===== src/rtl/riscv_mc_controller.sv =====
// Multicycle RISC-V main controller: Moore FSM sequencing fetch, decode,
// memory, execute and writeback steps and driving the datapath mux selects.
module riscv_mc_controller #(
    parameter int STATE_W = 4
) (
    input  logic               clk,
    input  logic               rst_n,
    input  logic [6:0]         op,
    input  logic               zero,
    input  logic               mem_ready,
    output logic [1:0]         alu_op,
    output logic [1:0]         alu_src_a,
    output logic [1:0]         alu_src_b,
    output logic [1:0]         result_src,
    output logic               adr_src,
    output logic               ir_write,
    output logic               reg_write,
    output logic               mem_write,
    output logic               pc_write,
    output logic               illegal_op,
    output logic [STATE_W-1:0] state
);

    typedef enum logic [3:0] {
        S_FETCH    = 4'd0,
        S_DECODE   = 4'd1,
        S_MEMADR   = 4'd2,
        S_MEMREAD  = 4'd3,
        S_MEMWB    = 4'd4,
        S_MEMWRITE = 4'd5,
        S_EXECUTER = 4'd6,
        S_EXECUTEI = 4'd7,
        S_ALUWB    = 4'd8,
        S_BEQ      = 4'd9,
        S_JAL      = 4'd10
    } state_t;

    localparam logic [6:0] OP_LW   = 7'b0000011;
    localparam logic [6:0] OP_SW   = 7'b0100011;
    localparam logic [6:0] OP_R    = 7'b0110011;
    localparam logic [6:0] OP_IALU = 7'b0010011;
    localparam logic [6:0] OP_BEQ  = 7'b1100011;
    localparam logic [6:0] OP_JAL  = 7'b1101111;

    state_t state_q, state_d;
    logic   illegal_q, illegal_d;
    logic   pc_update;
    logic   branch;

    always_ff @(posedge clk or negedge rst_n) begin
        if (!rst_n) begin
            state_q   <= S_FETCH;
            illegal_q <= 1'b0;
        end else begin
            state_q   <= state_d;
            illegal_q <= illegal_d;
        end
    end

    // illegal_d is only raised on the DECODE->FETCH abort, so the flag
    // shows up for exactly the one FETCH cycle that follows it.
    always_comb begin
        state_d   = state_q;
        illegal_d = 1'b0;
        case (state_q)
            S_FETCH: state_d = S_DECODE;
            S_DECODE: begin
                case (op)
                    OP_LW, OP_SW: state_d = S_MEMADR;
                    OP_R:         state_d = S_EXECUTER;
                    OP_IALU:      state_d = S_EXECUTEI;
                    OP_BEQ:       state_d = S_BEQ;
                    OP_JAL:       state_d = S_JAL;
                    default: begin
                        state_d   = S_FETCH;
                        illegal_d = 1'b1;
                    end
                endcase
            end
            S_MEMADR:   state_d = (op == OP_LW) ? S_MEMREAD : S_MEMWRITE;
            S_MEMREAD:  state_d = mem_ready ? S_MEMWB : S_MEMREAD;
            S_MEMWRITE: state_d = mem_ready ? S_FETCH : S_MEMWRITE;
            S_MEMWB, S_ALUWB, S_BEQ:            state_d = S_FETCH;
            S_EXECUTER, S_EXECUTEI, S_JAL:      state_d = S_ALUWB;
            default:    state_d = S_FETCH;
        endcase
    end

    always_comb begin
        alu_op     = 2'b00;
        alu_src_a  = 2'b00;
        alu_src_b  = 2'b00;
        result_src = 2'b00;
        adr_src    = 1'b0;
        ir_write   = 1'b0;
        reg_write  = 1'b0;
        mem_write  = 1'b0;
        pc_update  = 1'b0;
        branch     = 1'b0;
        case (state_q)
            S_FETCH: begin
                ir_write   = 1'b1;
                alu_src_b  = 2'b10;
                result_src = 2'b10;
                pc_update  = 1'b1;
            end
            S_DECODE: begin
                alu_src_a = 2'b01;
                alu_src_b = 2'b01;
            end
            S_MEMADR: begin
                alu_src_a = 2'b10;
                alu_src_b = 2'b01;
            end
            S_MEMREAD: adr_src = 1'b1;
            S_MEMWB: begin
                result_src = 2'b01;
                reg_write  = 1'b1;
            end
            S_MEMWRITE: begin
                adr_src   = 1'b1;
                mem_write = 1'b1;
            end
            S_EXECUTER: begin
                alu_src_a = 2'b10;
                alu_op    = 2'b10;
            end
            S_EXECUTEI: begin
                alu_src_a = 2'b10;
                alu_src_b = 2'b01;
                alu_op    = 2'b10;
            end
            S_ALUWB: reg_write = 1'b1;
            S_BEQ: begin
                alu_src_a = 2'b10;
                alu_op    = 2'b01;
                branch    = 1'b1;
            end
            S_JAL: begin
                alu_src_a = 2'b01;
                alu_src_b = 2'b10;
                pc_update = 1'b1;
            end
            default: ;
        endcase
    end

    assign pc_write   = pc_update | (branch & zero);
    assign illegal_op = illegal_q;
    assign state      = STATE_W'(state_q);

endmodule


===== config.mk =====
export PLATFORM = sky130hd
export DESIGN_NAME = riscv_mc_controller
export DESIGN_NICKNAME = d
export VERILOG_FILES = /design/src/rtl/riscv_mc_controller.sv
export SDC_FILE = /design/constraint.sdc
export NUM_CORES = 1
export LEC_CHECK = 0
export ABC_AREA = 0
export ABC_CLOCK_PERIOD_IN_PS = 1200
export CELL_PAD_IN_SITES_DETAIL_PLACEMENT = 2
export CELL_PAD_IN_SITES_GLOBAL_PLACEMENT = 2
export CORE_UTILIZATION = 17
export DETAILED_ROUTE_END_ITERATION = 12
export GPL_ROUTABILITY_DRIVEN = 0
export PLACE_DENSITY_LB_ADDON = 0.1
export SETUP_SLACK_MARGIN = 0.05
export SKIP_CTS_REPAIR_TIMING = 1
export SYNTH_ARGS = -nofsm -noshare
export SYNTH_HDL_FRONTEND = slang
export SYNTH_SLANG_ARGS = --single-unit

===== constraint.sdc =====
create_clock -name clk -period 1.2 [get_ports clk]
set_input_delay 0.24 -clock clk [delete_from_list [all_inputs] [get_ports clk]]
set_output_delay 0.24 -clock clk [all_outputs]
set_load 0.02 [all_outputs]

==> results summary, run 1 <==
The setup slack after placement came out at -0.696 ns. The internal power of the cells totals 1.18 mW. The die height came out at ~58 µm. The net switching fraction of the power came out at 42.6%. The die footprint is ~3400 µm².

The cell area after synthesis came out at approximately 540 µm². The core area came out at just over 3000 µm². The final setup skew is 0.00686 ns. The starting utilization of the core area came out at between 15 and 20%. Data on the critical path arrives at its endpoint at roughly 1.4 ns.

The signed area change from the synthesized netlist to the final layout came out at 159%. The number of global-route vias before repair came out at between 800 and 900. CTS saw 5 sinks. The max-slew violation count came out at 0. The number of enable flip-flop cells after synthesis came out at 0. The required time at the endpoint of the critical path is 0.96 ns. The run finished, with violations left. The buffer type at the clock tree root is sky130_fd_sc_hd__clkbuf_4. The number of top-level design ports is 29.

The placed standard-cell area is between 1000 and 1500 µm². The sequential share of power came out at around an eighth. The worst-case vdd ir drop is between 0.4 and 0.5 mV. The count of nets after finishing came out at 147.

The adder and majority cell fraction of the synthesized area came out at 0%. The HPWL after detailed placement is slightly below 2000 µm. The clock period minus worst slack is about 1.6 ns. The number of buffers on the longest clock path came out at 2.

Synthesis inferred 5 register bits. The share of the core filled with cells came out at ~46%. The mux cell area share after synthesis came out at 1.86%. The antenna diode count came out at 0.

The portion of total power attributed to combinational logic is approximately 77%. The synthesized netlist contains 35 unique library cells. Synthesis handed over a netlist of 74 instances. The first-pass GRT wire length came out at ~3800 µm. The Yosys warning count is 0. In the routed layout, each cell is associated on average with a via count of ~4.5. Timing would allow up to 612 MHz. Wires add up to 2470 µm.

The final design instance area without fill is roughly 1400 µm². After synthesis, the share of flip-flops with an asynchronous set or reset is 100%. Counting the buffers created by CTS gives 3. The ratio of cells with drive above 1 in the final layout is about 64%.

The kind of end point of the critical path is a primary output. The post-synthesis sequential area ratio is between 20% and 30%. The number of max-capacitance violations reported is 0.

The worst hold path class is in -> async. The initial antenna violation count is 0. The maximum fanout along the worst path is 7. The first TritonRoute pass finished after 4 iterations. Entering global routing, the biggest net connects 10 pins. In this run the mean area of a mapped cell was 7.27 µm². The via count came out at between 700 and 800. The xor/xnor share of the synthesized area came out at 3.26%. Setup repair after global routing could not meet its margin everywhere. The analysis attributes to cell leakage a power of about 0.59 nW.

The switching power of the nets came out at just under 900 µW. The number of buffers added on ports is 28. The latest clock arrival within the worst-skew pair is roughly 0.25 ns. The total number of placement rows is 20. The die boundary width is 58.3 µm. The total nets after synthesis is 85. In this run the number of H-tree levels came out at 1. The final hold slack came out at roughly 0.22 ns. The detailed-route DRC error count came out at 0. The routed wire length per instance came out at between 10 and 15 µm. The most used flip-flop cell after synthesis is sky130_fd_sc_hd__dfrtp_1. Headroom to the max-slew limit came out at between 70 and 80%. The final reports fail on setup timing. After synthesis, the largest family of logic cells by area is simple AND/OR/NAND/NOR gates. The clock transition at the register clock pins on the worst setup and hold paths after CTS is around 0.05 ns. The remaining global-route overflow is 0. The first routing iteration left 20 violations.

The worst reg2reg path depth came out at 5. The period utilization is 136%. Setup violations remaining at the end of the flow were counted as 20.

For the pin with the worst max-slew slack, the measured transition is roughly 0.31 ns. Once detail routing completed, the nets flagged for antenna violations numbered 0. The final-report hold violation count came out at 0.

Across every metal layer, demand over resource in global routing totals 14.4%. TritonCTS built the clock tree. The synthesized netlist devotes 40.2% of its cell area to simple gates. The post-synthesis compound-gate area fraction came out at a little under a quarter. The startpoint kind of the worst setup timing path is a register. The worst setup path is of the reg -> out kind. The clock share of power is 10.0%. Once routing completed, OpenROAD measured the worst setup slack at -0.434 ns. The power density over the cells came out at ~1500 nW/µm².
## worst max-delay path, cell delays in order (launching register included)
cell	delay, ns
sky130_fd_sc_hd__dfrtp_2	0.50
sky130_fd_sc_hd__xor2_2	0.19
sky130_fd_sc_hd__o22ai_1	0.18
sky130_fd_sc_hd__and2_4	0.16
sky130_fd_sc_hd__buf_4	0.13
## per-layer routing
layer | GRT usage, % | routed length, µm
met5 | 0 | 0
met4 | 5.10 | 19
met3 | 0.670 | 33
met2 | 27.6 | 1440
met1 | 16.8 | 977
## state kept, by name, summed over array words and instances (netlist names)
| register | cells |
|---|---|
| state | 4 |
| illegal_op | 1 |
## metrics by stage
stage / std cells / total power [mW] / TNS, ns
floorplan: 74 / 1.06 / -2.51
global route: 179 / 2.17 / -7.04
global placement: 169 / 1.61 / -10.26
finish: 179 / 2.05 / -5.89
detailed placement: 169 / 1.64 / -10.72
CTS: 173 / 1.84 / -14.34
## power groups by stage
stage,registers [mW],logic (mW),clock network [mW]
2_1_floorplan,0.293,0.771,0
3_3_place_gp,0.302,1.31,0
3_5_place_dp,0.303,1.34,0
4_1_cts,0.301,1.34,0.205
5_1_grt,0.278,1.67,0.224
6_report,0.271,1.57,0.204
## kinds of logic after synthesis
kind of cell	after synthesis
AND/OR/NAND/NOR	37
AO/OA/AOI/OAI	20
buffers and inverters	9
flip-flops	5
XOR/XNOR	2
multiplexers	1
## final cells by class
class                           count  area, µm²
Timing Repair Buffer               63        614
Clock buffer                        4       26.3
Tap cell                           44       55.1
Multi-Input combinational cell     60        549
Inverter                            3       16.3
Sequential cell                     5        130
Fill cell                         325       1640
## cells in the final DEF, fill, tap and decap left out, types with 4 or more instances in the layout
cell type and count:
sky130_fd_sc_hd__clkdlybuf4s50_1 5, sky130_fd_sc_hd__o21ai_0 5, sky130_fd_sc_hd__nor2_4 4, sky130_fd_sc_hd__buf_6 21, sky130_fd_sc_hd__dfrtp_2 4, sky130_fd_sc_hd__nor2_1 4
sky130_fd_sc_hd__nand2_1 4, sky130_fd_sc_hd__buf_4 29, sky130_fd_sc_hd__dlymetal6s2s_1 6
## worst paths after layout
check                              start         end  slack, ns
worst min register to register  state[3]    state[0]       0.74
worst max-delay path            state[1]    pc_write      -0.43
max in group asynchronous          rst_n    state[1]       0.75
worst max register to register  state[1]    state[1]      -0.24
worst min-delay path               rst_n  illegal_op       0.22
min in group clk                   op[5]    state[1]       0.40
## synth_stat cells (2+ instances only)
| cell type | number | area [µm²] |
|---|---|---|
| sky130_fd_sc_hd__inv_1 | 2 | 7.51 |
| sky130_fd_sc_hd__nand2b_1 | 4 | 25.0 |
| sky130_fd_sc_hd__a21oi_1 | 4 | 20.0 |
| sky130_fd_sc_hd__o22ai_1 | 2 | 12.5 |
| sky130_fd_sc_hd__clkbuf_1 | 2 | 7.51 |
| sky130_fd_sc_hd__nand3b_1 | 3 | 22.5 |
| sky130_fd_sc_hd__buf_2 | 2 | 10.0 |
| sky130_fd_sc_hd__nor4_1 | 2 | 12.5 |
| sky130_fd_sc_hd__o21ai_0 | 7 | 35.0 |
| sky130_fd_sc_hd__nor2_1 | 10 | 37.5 |
| sky130_fd_sc_hd__nand2_1 | 5 | 18.8 |
| sky130_fd_sc_hd__buf_4 | 2 | 15.0 |
| sky130_fd_sc_hd__nor3_1 | 3 | 15.0 |
| sky130_fd_sc_hd__dfrtp_1 | 5 | 125 |
(Power assumes the default switching activity.)
==> inputs of run 2 (changes only) <==
--- a/config.mk
+++ b/config.mk
@@ -9,6 +9,7 @@
 export ABC_CLOCK_PERIOD_IN_PS = 1200
 export CELL_PAD_IN_SITES_DETAIL_PLACEMENT = 2
 export CELL_PAD_IN_SITES_GLOBAL_PLACEMENT = 2
+export CORE_ASPECT_RATIO = 0.7
 export CORE_UTILIZATION = 17
 export DETAILED_ROUTE_END_ITERATION = 12
 export GPL_ROUTABILITY_DRIVEN = 0
==> run 2 against run 1 <==
Effect of this change: the flow still finishes with violations (setup timing); register-to-register slack lost 0.22 ns; utilization increased by 2.8 points; clock skew decreased by 0.0053 ns; combinational power is 7% lower; largest power group unchanged; final cell count down 2.8%; worst setup slack lost 0.029 ns; design area up 1.7%; maximum frequency shrank 1.7%; critical path type is now reg -> reg.
==> results summary, run 2 (synthesis gave the netlist of run 1 again) <==
The met3 demand-to-capacity share in global routing is around 5.6%. The path class of the tightest hold or removal check is in -> async. The total number of placement rows came out at 16. The floorplan step set the die height to a little under 50 µm. The HPWL after detailed placement is between 2000 and 2500 µm. The checks that failed: setup timing. Across all setup checks in the final design, the least slack found is -0.463 ns. The core area is between 2000 and 3000 µm². The count of nets after finishing is 150. The period utilization is 139%. The first-pass GRT wire length is 4210 µm. The transition time at the pin with the least slew margin came out at 0.264 ns.

Setup repair after global routing could not meet its margin everywhere. Data on the critical path arrives at its endpoint at between 1.5 and 2 ns. The area occupied by registers came out at about 130 µm². The signal on the critical path passes through buf_8, nand2b_4, buf_6, nor4_4, buf_4, a21oi_2, o21ai_1.

The detailed-route DRC error count is 0. The endpoint identified for the worst register-to-register timing path is state[2]. Across all layers, the routed design uses around 800 vias. The signed area change from the synthesized netlist to the final layout came out at 163%.

The final-report hold violation count came to 0. The final setup violation count is 20. TritonCTS created 3 clock buffers.

In the final layout, the multi-input gates occupy roughly 570 µm². The clock tree from TritonCTS is done. After detailed routing, the number of vias per cell comes to around 4.6. The reg-to-reg setup timing slack came out at -0.46 ns. VDD sags by at most 0.668 mV. The share of the core filled with cells came out at between 40% and 50%. Clock skew on the completed layout was measured at between 0.0015 and 0.002 ns. The worst setup path is launched from a register. The run finished, with violations left.

Leaving out fill and tap cells, the most frequent cell in the layout is sky130_fd_sc_hd__buf_4. The aggregate global-route resource usage is ~16%. The number of buffers on the longest clock path is 2. STA classifies the critical path endpoint as a register. The reported leakage power is 0.611 nW. The maximum fanout along the worst path came out at 6.

The routed design has a little over 3000 µm of wire. The worst reg2reg path depth came out at 7. The setup path with the least slack is of type reg -> reg. The ratio of cells with drive above 1 in the final layout came out at 68.1%. Headroom to the max-slew limit came out at between 80% and 90%. In the layout the commonest cells are 33 x sky130_fd_sc_hd__buf_4, 19 x sky130_fd_sc_hd__buf_6, 6 x sky130_fd_sc_hd__nor2_4, 6 x sky130_fd_sc_hd__o21ai_0, 6 x sky130_fd_sc_hd__dlymetal6s2s_1. The die footprint is roughly 3400 µm². The starting utilization of the core area came out at 18.5%. The clock period minus worst slack came out at 1.66 ns. STA puts the critical path data required time at ~1.3 ns. The clock transition at the register clock pins on the worst setup and hold paths after CTS came out at approximately 0.04 ns. In this run the count of I/O pins placed on the die edge is 29. The detailed router's first-iteration violation count came out at 33.

Once placement finished, the instance area stood at about 1200 µm². The slowest stage of the critical path belongs to the cell sky130_fd_sc_hd__dfrtp_2. With fillers left out, the area of the finished cells amounts to about 1400 µm². The maximum level of the CTS H-tree is 1. The maximum clock frequency came out at between 600 and 700 MHz.

On the worst path, the slowest cell contributes a delay of roughly 0.42 ns. After filler insertion, the fill cell instance count of the layout stands at ~320. The max-slew violation count came out at 0. Power comes to ~2.1 mW. In this run the remaining antenna-violating nets after routing total 0.

The power density over the cells is ~1500 nW/µm². The initial antenna violation count was 0. The number of global-route vias before repair came out at 823.

The number of flip-flops in the largest register came out at 4. The number of antenna diodes in the final layout is 0. The routed wire length per instance came out at about 18 µm.

After global routing, the most crowded layer is met2. The die is roughly 69 µm wide. The clock net in this run drives a total of 5 sinks. In the global route stage, met2 resource usage came out at ~25%. The largest net degree at the start of global routing is 10. Input and output buffers added on the ports amount to 28.

The first TritonRoute pass finished after 4 iterations. The launch point of the worst reg-to-reg path is state[1]. The global routing met1 resource utilization is 22.2%.

The remaining global-route overflow came out at 0. The buffer type at the clock tree root is sky130_fd_sc_hd__clkbuf_8. Max-cap violations in this run came to 0. The latest clock arrival within the worst-skew pair came out at 0.23 ns.
[run 2: worst max path at each step]
stage                  start            end  slack, ns  depth (start not counted)
global placement        zero       pc_write      -0.64                          5
detailed placement      zero       pc_write      -0.65                          5
global route        state[1]       state[3]      -0.51                          7
finish              state[1]       state[2]      -0.46                          7
CTS                 state[3]  result_src[0]      -0.88                          3
floorplan           state[0]  result_src[1]      -0.36                          4
[run 2: metrics by stage]
step                      setup TNS [ns]  setup slack (ns)  hold slack, ns  instances
after floorplan                    -2.51            -0.361         -0.0556         74
after global placement            -10.52            -0.642           0.486        159
after detailed placement          -10.95            -0.653           0.503        159
after CTS                         -14.64            -0.884           0.258        163
after global routing               -7.50            -0.514           0.263        174
final                              -6.60            -0.463           0.252        174
[run 2: layout make-up]
cell class,instances,share of cell area (%)
clock buffers,4,3.18
inverters,3,1.15
multi-input cells,60,40.1
flip-flops and latches,5,9.20
well taps,36,3.18
repair buffers,66,43.2
[run 2: critical path, delay by kind of cell, from the launching register on]
family,cells,cell delay [ns]
AO/OA/AOI/OAI,2,0.22
buffers and inverters,3,0.45
flip-flops,1,0.42
AND/OR/NAND/NOR,2,0.47
[run 2: per-layer routing]
metal	vias to the layer above	part of all wire (%)
li1	388	-
met1	396	48
met2	19	48
met3	0	3.5
met4	0	0
met5	-	0
[run 2: where the power goes]
group | internal [mW] | switching, mW | leakage [nW]
clock | 0.230 | 0.104 | 0.0228
combinational | 0.717 | 0.745 | 0.529
sequential | 0.213 | 0.0545 | 0.0593
==> inputs of run 3 (changes only) <==
--- a/config.mk
+++ b/config.mk
@@ -6,13 +6,14 @@
 export NUM_CORES = 1
 export LEC_CHECK = 0
 export ABC_AREA = 0
-export ABC_CLOCK_PERIOD_IN_PS = 1200
+export ABC_CLOCK_PERIOD_IN_PS = 2000
 export CELL_PAD_IN_SITES_DETAIL_PLACEMENT = 2
 export CELL_PAD_IN_SITES_GLOBAL_PLACEMENT = 2
 export CORE_ASPECT_RATIO = 0.7
-export CORE_UTILIZATION = 17
+export CORE_UTILIZATION = 20
 export DETAILED_ROUTE_END_ITERATION = 12
 export GPL_ROUTABILITY_DRIVEN = 0
+export HOLD_SLACK_MARGIN = 0.15
 export PLACE_DENSITY_LB_ADDON = 0.1
 export SETUP_SLACK_MARGIN = 0.05
 export SKIP_CTS_REPAIR_TIMING = 1
==> constraint.sdc (replaced) <==
create_clock -name clk -period 2 [get_ports clk]
set_input_delay 0.4 -clock clk [delete_from_list [all_inputs] [get_ports clk]]
set_output_delay 0.4 -clock clk [all_outputs]
set_load 0.02 [all_outputs]
==> run 3 against run 2 <==
Effect of this change: the flow now finishes without violations; non-clock buffer count is 22 lower; die area is 14% lower; sequential share of layout area is 2.9 points higher; clock power is 44% lower; clock skew is 0.00094 ns higher; utilization is 6.1 points lower; largest power group unchanged; highest routed layer is now met4.
==> results summary, run 3 (synthesis gave the netlist of run 1 again) <==
The flow ran to the end, and the final reports show no timing, DRC or antenna violations. The detailed router's first-iteration violation count is 9. The HPWL after detailed placement is roughly 1800 µm.

The latest clock arrival within the worst-skew pair is around 0.22 ns. Entering global routing, the biggest net connects 11 pins. The worst-case vdd ir drop is ~0.4 mV.

The path class of the tightest hold or removal check is in -> async. The routed wire length per instance came out at around 15 µm. The maximum level of the CTS H-tree is 1. The maximum fanout along the worst path came out at 8. The vias per cell came out at approximately 4.7.

Cells with a size suffix above 1 make up about a quarter of the layout. The aggregate global-route resource usage came out at between 10% and 20%. The clock net in this run drives a total of 5 sinks. The final total negative setup slack is 0 ns. The remaining global-route overflow is 0. The starting utilization of the core area came out at between 20 and 25%.

The initial antenna violation count came to 0. The post-detailed-route count of antenna-violating nets came out at 0. The final-report hold violation count is 0. The total number of placement rows is 15. The maximum clock frequency is between 500 and 600 MHz. The first-pass GRT wire length is 3580 µm. The number of flip-flops in the largest register is 4.

The signed area change from the synthesized netlist to the final layout is 97.9%. The total wirelength of the detailed-routed design is 2260 µm. The antenna diode count came out at 0. The detailed-route DRC error count came out at 0. At the worst endpoint, the arrival time is 1.48 ns. After clock tree synthesis, the clock-pin slew on the worst setup and hold paths is 0.04 ns. The region available for standard cell placement spans between 2000 and 2500 µm². The power density over the cells is just under 1000 nW/µm². CTS placed an instance of sky130_fd_sc_hd__clkbuf_8 at the clock tree root.

For this run, the post-layout net count is between 100 and 150. The number of buffers added on ports is 28. The clock period could shrink to about 1.9 ns.

Summed over all cells, the static leakage comes to 0.567 nW. The required time at the endpoint of the critical path came out at around 1.6 ns. The via count is about 700.

The period utilization is 93.9%. The max-slew violation count came to 0. The number of top-level design ports came out at 29. The worst setup path is captured at a primary output. STA classifies the critical path startpoint as a register.

The final instance count without filler cells came out at 150. The number of buffers on the longest clock path came out at 2. The clock tree from TritonCTS is done. The number of max-capacitance violations reported is 0. The setup path with the least slack is of type reg -> out. The die is between 40 and 50 µm tall.

In the layout the commonest cells are 15 x sky130_fd_sc_hd__clkdlybuf4s50_1, 15 x sky130_fd_sc_hd__buf_4, 13 x sky130_fd_sc_hd__dlymetal6s2s_1. The number of detailed-route iterations in the first pass is 3. The transition time at the pin with the least slew margin is slightly below 0.4 ns. The final setup skew came out at between 0.002 and 0.0025 ns. The worst register-to-register path has a depth of 5. In this run, placement finished with an instance count of 146. Setup repair after global routing left no endpoint under its margin. The die footprint came out at between 2000 and 3000 µm². The die boundary width came out at 64.0 µm.

The number of global-route vias before repair came out at about 700. In this run the tightest slew margin relative to its limit is between 70% and 80%. The number of buffers created by CTS came out at 3.

The final setup violation count is 0.
## run 3: per-stage QoR
stage | power, mW | util, % | hold slack, ns | worst slack (ns) | instance area [µm²]
CTS | 1.07 | 40.9 | 0.399 | -0.288 | 1020
global placement | 0.852 | 39.1 | 0.634 | -0.144 | 976
global route | 1.10 | 42.7 | 0.413 | 0.0538 | 1060
detailed placement | 0.871 | 39.1 | 0.638 | -0.209 | 976
floorplan | 0.523 | - | 0.104 | 0.0829 | 553
finish | 1.05 | 42.7 | 0.403 | 0.122 | 1060
## run 3: final timing paths
path	startpoint	endpoint	slack, ns
max reg2reg	state[1]	state[1]	0.41
min	rst_n	illegal_op	0.40
min in group clk	state[3]	state[0]	0.77
min reg2reg	state[3]	state[0]	0.77
max in group asynchronous	rst_n	state[1]	1.38
max	state[1]	state[1]	0.12
## run 3: critical path, cell delays in order, from the launching register on
cell	delay, ns
sky130_fd_sc_hd__dfrtp_2	0.48
sky130_fd_sc_hd__buf_4	0.18
sky130_fd_sc_hd__clkdlybuf4s50_1	0.59
## run 3: cell type report
type                            instances  area (µm²)
Multi-Input combinational cell         60         392
Inverter                                3        11.3
Timing Repair Buffer                   44         445
Sequential cell                         5         129
Clock buffer                            4        45.0
Tap cell                               34        42.5
Fill cell                             287        1430
## run 3: power by group
part / switching (mW) / internal [mW] / total [mW]
logic: 0.356 / 0.354 / 0.710
clock network: 0.0508 / 0.137 / 0.188
registers: 0.0225 / 0.126 / 0.148
total: 0.429 / 0.617 / 1.05
## run 3: per-layer routing
layer  wire length [µm]  vias to the layer above  share of wire [%]  global-route usage (%)
met4                 10                        0               0.44                    5.45
met5                  0                        -                  0                       0
met3                 78                        2                3.5                    4.00
met1               1100                      336                 49                    23.6
li1                   -                      347                  -                       -
met2               1070                       17                 47                    26.2
